### config.mk
export PLATFORM = sky130hd
export DESIGN_NAME = seg_reg_buf
export DESIGN_NICKNAME = d
export VERILOG_FILES = /design/src/rtl/seg_reg_buf.sv
export SDC_FILE = /design/constraint.sdc
export NUM_CORES = 1
export LEC_CHECK = 0
export CORE_ASPECT_RATIO = 1.5
export CORE_UTILIZATION = 36
export CTS_CLUSTER_DIAMETER = 40
export DETAILED_ROUTE_END_ITERATION = 10
export HOLD_SLACK_MARGIN = 0.03
export PLACE_DENSITY_LB_ADDON = 0.3
export SYNTH_ARGS = -nofsm -noshare
export SYNTH_HDL_FRONTEND = slang
export SYNTH_SLANG_ARGS = --single-unit
### constraint.sdc
create_clock -name clock -period 4.2 [get_ports clock]
set_input_delay 1.26 -clock clock [delete_from_list [all_inputs] [get_ports clock]]
set_output_delay 1.26 -clock clock [all_outputs]
set_load 0.02 [all_outputs]
### src/rtl/seg_reg_buf.sv
// Pipeline segment register: a DEPTH-entry in-order buffer with valid/ready on both sides,
// whole-stage flush, and (for DEPTH>=2) a registered in_ready that isolates upstream from out_ready.
module seg_reg_buf #(
   parameter int W       = 32,
   parameter int DEPTH   = 2,
   localparam int CNT_W  = $clog2(DEPTH + 1)
) (
   input  logic             clock,
   input  logic             reset,
   input  logic             flush,
   input  logic             in_valid,
   output logic             in_ready,
   input  logic [W-1:0]     in_data,
   output logic             out_valid,
   input  logic             out_ready,
   output logic [W-1:0]     out_data,
   output logic [CNT_W-1:0] count
);

   localparam int PTR_W = (DEPTH > 1) ? $clog2(DEPTH) : 1;
   // With DEPTH==1 the pointer is one bit but pinned at 0; the spare slot is never written or read.
   localparam int NSLOT = 1 << PTR_W;
   localparam logic [PTR_W-1:0] PTR_LAST = PTR_W'(DEPTH - 1);

   logic [W-1:0]     mem_q [NSLOT];
   logic [PTR_W-1:0] rd_q, rd_d, wr_q, wr_d;
   logic [CNT_W-1:0] cnt_q, cnt_d;
   logic             push, pop;

   assign out_valid = (cnt_q != '0);
   assign out_data  = out_valid ? mem_q[rd_q] : '0;
   assign count     = cnt_q;
   assign push      = in_valid && in_ready;
   assign pop       = out_valid && out_ready;

   always_comb begin
      rd_d  = rd_q;
      wr_d  = wr_q;
      cnt_d = cnt_q;
      if (flush) begin
         rd_d  = '0;
         wr_d  = '0;
         cnt_d = '0;
      end else begin
         if (push) wr_d = (wr_q == PTR_LAST) ? '0 : wr_q + PTR_W'(1);
         if (pop)  rd_d = (rd_q == PTR_LAST) ? '0 : rd_q + PTR_W'(1);
         if (push && !pop)      cnt_d = cnt_q + CNT_W'(1);
         else if (pop && !push) cnt_d = cnt_q - CNT_W'(1);
      end
   end

   always_ff @(posedge clock or negedge reset) begin
      if (!reset) begin
         rd_q  <= '0;
         wr_q  <= '0;
         cnt_q <= '0;
      end else begin
         rd_q  <= rd_d;
         wr_q  <= wr_d;
         cnt_q <= cnt_d;
      end
   end

   // Payload storage is deliberately not reset; out_data is masked by out_valid instead.
   always_ff @(posedge clock) begin
      if (push && !flush) mem_q[wr_q] <= in_data;
   end

   generate
      if (DEPTH == 1) begin : g_pass
         assign in_ready = !out_valid || out_ready;
      end else begin : g_reg
         localparam logic [CNT_W-1:0] FULL = CNT_W'(DEPTH);
         logic rdy_q;
         always_ff @(posedge clock or negedge reset) begin
            if (!reset) rdy_q <= 1'b0;
            else        rdy_q <= (cnt_d < FULL);
         end
         assign in_ready = rdy_q;
      end
   endgenerate

endmodule

**Word-level counts from Yosys, hierarchy flattened**

Memories as Yosys holds them, arrays and structs flattened.
Cells that the tools add are included.

- Register bits: 5
- RAM bits: 64
- Input bits: 37
- Output and inout port bits: 36
- Logic and storage cells: 33
- Memories: 1

Memory list:

| memory | depth | bits a word | rd ports | clocked after memory_dff | wr ports | line | source |
|---|---|---|---|---|---|---|---|
| mem_q | 2 | 32 | 1 | 0 | 1 | 25 | `logic [W-1:0] mem_q [NSLOT];` |

- $add $sub $neg: 4
- Order comparisons: 1
- Muxes and demuxes: 12
- Reduce and logical (&&, ||, !) cells: 11

Operators by type and width:

| cell | number |
|---|---|
| $mux 32 | 1 |
| $mux 1 | 8 |
| $mux 2 | 3 |
| $reduce_bool 2->1 | 3 |
| $logic_and 1x1->1 | 5 |
| $logic_not 1->1 | 3 |
| $add 1x1->1 const B | 2 |
| $add 2x1->2 const B | 1 |
| $lt 2x2->1 const B | 1 |
| $sub 2x1->2 const B | 1 |

**Logic depth before layout (Yosys ltp)**

Gate-level depths: netlist of run 1.

- Depth in word-level cells: 7
- Gate-level depth with buffers: 7
- Mapped depth without buffers: 5

**Least setup slack after synthesis of run 1**

No wires, ideal clock.

- Kind: input port to flip-flop
- From: input in_valid
- To: memory mem_q[1][0] (enable)
- Library setup time: 0.468 ns
- Data arrival time: 3.791 ns
- Data required time: 3.732 ns
- Setup slack: -0.059 ns
- Stages on the path: 2
- Buffers on the path: 0
- Cell sequence: nand2_2 nor3b_1

- Longest elaborated chain between the ends: 4

RTL lines:

| what | line | source |
|---|---|---|
| start, declared | 11 | `input logic in_valid,` |
| $logic_and 1x1->1 | 33 | `assign push = in_valid && in_ready;` |
| $logic_and 1x1->1 | 66 | `if (push && !flush) mem_q[wr_q] <= in_data;` |
| $mux 1 | 66 |  |
| $mux 1 (implied by the code) | 66 |  |
| end, declared | 25 |  |

No other way between the ends.

**Worst setup path after layout of run 1**

- From: register rd_q
- To: output out_data[14]

- Longest elaborated chain between the ends: 2

RTL lines:

| what | line | source |
|---|---|---|
| start, declared | 26 | `logic [PTR_W-1:0] rd_q, rd_d, wr_q, wr_d;` |
| start signal, assigned | 58 | `rd_q <= rd_d;` |
| $mem_v2 2x32 | n/a |  |
| $mux 32 | 31 | `assign out_data = out_valid ? mem_q[rd_q] : '0;` |
| end, declared | 16 | `output logic [W-1:0] out_data,` |

No other way between the ends.

==> metrics.yaml, run 1 <==
global_routing:
  grt_start_max_net_pins: 21
  grt_pass1_wl_um: 7500
  overflow: 0
  grt_pass1_vias: 1523
  antenna_found_initial: 0
  grt_use_total_pct: 13.35
layout:
  area_delta_synth_final_pct: 39.28
  n_fill_cell: 650
  drive_gt1_share_pct: 10.98
  diodes: 0
  nets: 279
timing:
  timing.final.crit_share_pct: 85.14
  slew_violations: 0
  setup_violations: 0
  fin_setup_tns_ps: 0
  tightest_slew_ps: 561.3
  finalHoldViolations: 0
  finalClockSkew_ps: 7.190
  relSlewSlack_pct: 62.58
  clock.fmax_mhz: 279.7
  period_needed_ps: 3576
  rsz0062_at_grt: "false"
logic_synthesis:
  synth_edf_count: 64
  synth_async_sr_flop_share_pct: 7.246
  yosysMostFrequentCell: "edfxtp_1"
  synth.top_cell.area_share_pct: 71.14
  netlist_area_um2: 2701
  avgSynthCellArea_um2: 16.78
  yosysWarnings: 0
  synth-seq-area-share_pct: 75.78
  ys.flop_type: "edfxtp_1"
  netlist_top_cells_area: "edfxtp_1 71%, mux2i_1 12%, nor2_1 4.9%"
  synth_nets: 199
  synth_commonest_cells: "64 x edfxtp_1, 35 x nor2_1, 32 x mux2i_1"
  synth-seq-cells: 69
  synth_largest_area_cell: "edfxtp_1"
  netlist_instances: 161
  yosysUniqueCellTypes: 21
clock_network:
  clk_pin_slew_worst_paths_ps: 70
  cts_tree: "yes"
  clk_latency_ps: 330
  cts_setup_buffers: 0
  htree_levels: 3
  cts_buffer_depth: 2
  cts_resized: 0
  cts_made_buffers: 9
  cts_hold_buffers: 0
  clockRootBuffer: "clkbuf_8"
  cts_sinks: 69
floorplan:
  rows: 38
  die_h_um: 108.1
  core_um2: 7227
  io_pins: 73
  chipWidth_um: 72.73
  die-area_um2: 7861
  initial_core_util_pct: 37.38
worst_setup_path:
  worstRegToRegCells: 6
  end_kind: "primary output"
  regToRegSetupSlack_ps: 2260
  r2r_end: "count[1]"
  cp-start-kind: "flop"
  rr_startpoint: "count[1]"
  cp.arrival_ps: 2320
  required_ps: 2940
  cp_max_fo: 19
  startpoint: "rd_q"
  crit_type: "reg -> out"
routing:
  vias_per_cell: 4.448
  first_pass_iters: 4
  drc: 0
  drt-initial-drc-count: 81
  num_vias: 1539
  wire_per_inst_um: 13.88
  antenna_left: 0
  wirelength_um: 4802
outcome:
  status: "complete, no violations"
placed_design:
  routabilityCongestion: 0.7314
  hpwl_um: 3391
  port_buffers: 72
power_and_ir_drop:
  p_leak_nw: 1.283
  ir_drop_mv: 0.3355
  powerDensity_nw_per_um2: 638.2
  p_total_mw: 2.401
min_path:
  hold_class: "reg -> reg"
  whs_endpoint: "wr_q"
  holdPathStages: 2
  min_from: "wr_q"
job:
  cap_viol_max_count: 0
==> state kept, by name, indices dropped and copies added (netlist names) <==
name and cells:
wr_q 1, mem_q 64, in_ready 1, count 2
rd_q 1
==> critical path: stages (launching register included) <==
cell and delay [ps]:
dfrtp_2 730, buf_4 380, mux2i_1 270, nor2_1 60, clkdlybuf4s50_1 530
==> through the flow <==
| stage | area (um2) | std cells | util (%) | hold WS (ps) | setup WS (ps) |
|---|---|---|---|---|---|
| 6_report | 3762 | 346 | 52.06 | 605.0 | 624.3 |
| 5_1_grt | 3762 | 346 | 52.06 | 643.3 | 458.3 |
| 4_1_cts | 3762 | 346 | 52.06 | 605.8 | 544.3 |
| 3_5_place_dp | 3548 | 330 | 49.10 | 584.1 | 914.3 |
| 3_3_place_gp | 3548 | 330 | 49.10 | 566.6 | 949.7 |
| 2_1_floorplan | 2706 | 161 | - | 517.6 | 154.4 |
==> kinds of logic after synthesis <==
family	count (synthesis)	synth area share (%)
DFF	69	75.78
and+or+nand+nor	40	6.299
muxes	33	12.41
buffers and inverters	12	2.686
AOI/OAI and AO/OA	3	0.8799
xor gates and xnor gates	3	1.482
adders and majority gates	1	0.4631
==> layer usage <==
metal,up-vias,GRT usage [%],wire (um)
met5,-,0,0
met4,0,6.303,63
met3,5,3.821,203
met2,41,23.70,2651
met1,746,14.37,1883
li1,747,-,-
==> where the power goes <==
group	switching [mW]	total (mW)	internal, mW
Clock	0.235	0.566	0.331
Combinational	0.487	0.941	0.454
Sequential	0.0570	0.895	0.838
Total	0.779	2.40	1.62
==> area by class of cell <==
| cell class | instances | area [um2] | share of cell area (%) |
|---|---|---|---|
| flip-flops and latches | 69 | 2048 | 54.44 |
| multi-input cells | 80 | 598.1 | 15.90 |
| inverters | 3 | 11.26 | 0.2993 |
| repair buffers | 78 | 765.7 | 20.35 |
| well taps | 100 | 125.1 | 3.326 |
| clock buffers | 9 | 123.9 | 3.292 |
| clock inverters | 7 | 90.09 | 2.394 |
==> layout by cell type (no fill, tap or decap), types with 2 or more instances in the layout <==
| cell | n |
|---|---|
| buf_4 | 6 |
| dfrtp_1 | 4 |
| mux2i_1 | 32 |
| a211oi_1 | 2 |
| edfxtp_1 | 64 |
| nor2_1 | 35 |
| inv_1 | 3 |
| clkdlybuf4s50_1 | 72 |
| clkbuf_8 | 9 |
| bufinv_16 | 2 |
| clkinv_2 | 2 |
==> how the worst max path moves through the flow <==
stage,to,cells past startpoint
6_report,out_data[14],4
5_1_grt,out_data[14],4
4_1_cts,out_data[14],4
3_5_place_dp,out_data[14],4
3_3_place_gp,out_data[14],4
2_1_floorplan,mem_q[0][0],2
Power figures use the tool's default switching activity.
==> inputs of run 2 (changes only) <==
MAX_ROUTING_LAYER = met4   (was default)
==> run 2 against run 1 <==
- first-iteration DRC count increased by 9.9%
- core utilization unchanged
- sequential power about the same
- largest power group unchanged
- setup slack got worse by 8.9 ps
- final area unchanged
- routed wire length increased by 0.12%
- power increased by 0.11%
==> metrics.yaml, run 2 (synthesis gave the netlist of run 1 again) <==
outcome:
  status: "complete, no violations"
power_and_ir_drop:
  switching_share_pct: 32.52
  p_clk_share_pct: 23.7
  pwr-share-seq_pct: 37.2
  comb_power_share_pct: 39.1
  p_total_mw: 2.404
  powerDensity_nw_per_um2: 638.9
  p_leak_nw: 1.283
  power.switching_mw: 0.7816
  ir_drop_mv: 0.3356
  internal_power_mw: 1.622
layout:
  fin_area_um2: 3762
  drive_gt1_share_pct: 10.98
  utilization_pct: 52.06
  largest_reg_flops: 64
  nets: 279
  diodes: 0
  layoutNonFillerInstCount: 346
  layout_common_cells: "72 x clkdlybuf4s50_1, 64 x edfxtp_1, 35 x nor2_1, 32 x mux2i_1, 9 x clkbuf_8"
  layout_commonest_cell: "clkdlybuf4s50_1"
  largest_register: "mem_q"
  area_delta_synth_final_pct: 39.28
worst_setup_path:
  r2r_end: "count[1]"
  crit_type: "reg -> out"
  end_kind: "primary output"
  regToRegSetupSlack_ps: 2260
  required_ps: 2940
  worst-path-buf-inv: 2
  crit_path_top_delay_cell: "dfrtp_2"
  cp.arrival_ps: 2320
  cp-start-kind: "flop"
  endpoint: "out_data[14]"
  startpoint: "rd_q"
  slowest_delay_ps: 730
  crit_cells: 4
  rr_startpoint: "count[1]"
  cp_cell_sequence: "buf_4 > mux2i_1 > nor2_1 > clkdlybuf4s50_1"
  worstRegToRegCells: 6
  cpLargestDelayFamily: "buffers and inverters"
  cp_max_fo: 19
placed_design:
  post_dp_cell_area_um2: 3548
  port_buffers: 72
  routabilityCongestion: 0.7403
  dpl.cell_count: 330
  hpwl_um: 3391
  place_ws_ps: 914.3
timing:
  setup_violations: 0
  relSlewSlack_pct: 62.39
  rsz0062_at_grt: "false"
  fin_setup_tns_ps: 0
  tightest_slew_ps: 564.2
  clock.fmax_mhz: 279.0
  worst_slack_ps: 615.3
  timing.final.crit_share_pct: 85.35
  slew_violations: 0
  whs_ps: 601.8
  period_needed_ps: 3585
  finalHoldViolations: 0
  finalClockSkew_ps: 6.475
clock_network:
  cts_made_buffers: 9
  htree_levels: 3
  cts_sinks: 69
  cts_resized: 0
  clk_latency_ps: 330
  clockRootBuffer: "clkbuf_8"
  cts_setup_buffers: 0
  cts_hold_buffers: 0
  clk_pin_slew_worst_paths_ps: 70
  cts_tree: "yes"
  cts_buffer_depth: 2
floorplan:
  rows: 38
  initial_core_util_pct: 37.38
  die-area_um2: 7861
  core_um2: 7227
  chipWidth_um: 72.73
  die_h_um: 108.1
  io_pins: 73
job:
  cap_viol_max_count: 0
global_routing:
  grt_pass1_wl_um: 7500
  overflow: 0
  grt_pass1_vias: 1525
  antenna_found_initial: 0
  grt_start_max_net_pins: 21
  grt_use_total_pct: 13.74
routing:
  wire_per_inst_um: 13.90
  first_pass_iters: 4
  vias_per_cell: 4.462
  antenna_left: 0
  num_vias: 1544
  wirelength_um: 4808
  drc: 0
  drt-initial-drc-count: 89
min_path:
  hold_class: "reg -> reg"
-- run 2: worst min-delay path by stage --
stage	from	end	slack, ps	cells past startpoint
after floorplan	wr_q	wr_q	520	2
after global placement	wr_q	wr_q	570	2
after detailed placement	wr_q	wr_q	580	2
after CTS	wr_q	wr_q	610	2
after global routing	wr_q	wr_q	640	2
final	wr_q	wr_q	600	2
-- run 2: power groups by stage --
stage	clock, mW	combinational [mW]	sequential, mW
after floorplan	0	0.576	0.891
after global placement	0	0.946	0.908
after detailed placement	0	0.956	0.912
after CTS	0.586	0.959	0.897
after global routing	0.612	1.00	0.904
final	0.569	0.940	0.895
-- run 2: per-layer routing --
metal / global-route usage (%) / vias to the layer above / part of all wire, %
li1: - / 747 / -
met1: 14.31 / 744 / 38
met2: 23.77 / 44 / 55
met3: 2.982 / 9 / 4.0
met4: 7.563 / 0 / 2.3
met5: - / - / 0
-- run 2: worst reg2reg max path, delay by kind of cell (launching register included) --
kind	cells	cell delay [ps]
compound gates	2	380
fa+ha+maj	1	500
buf+inv	2	440
flops	1	400
simple gates	1	100
-- run 2: layout make-up --
type / instances / area, um2
Clock buffer: 9 / 123.9
Clock inverter: 7 / 90.09
Fill cell: 650 / 3465
Inverter: 3 / 11.26
Multi-Input combinational cell: 80 / 598.1
Sequential cell: 69 / 2048
Tap cell: 100 / 125.1
Timing Repair Buffer: 78 / 765.7
==> inputs of run 3 (changes only) <==
MAX_ROUTING_LAYER = default   (was met4)
==> results of run 3 <==
Same layout as run 1: the final DEF is identical, and so are final timing and power.
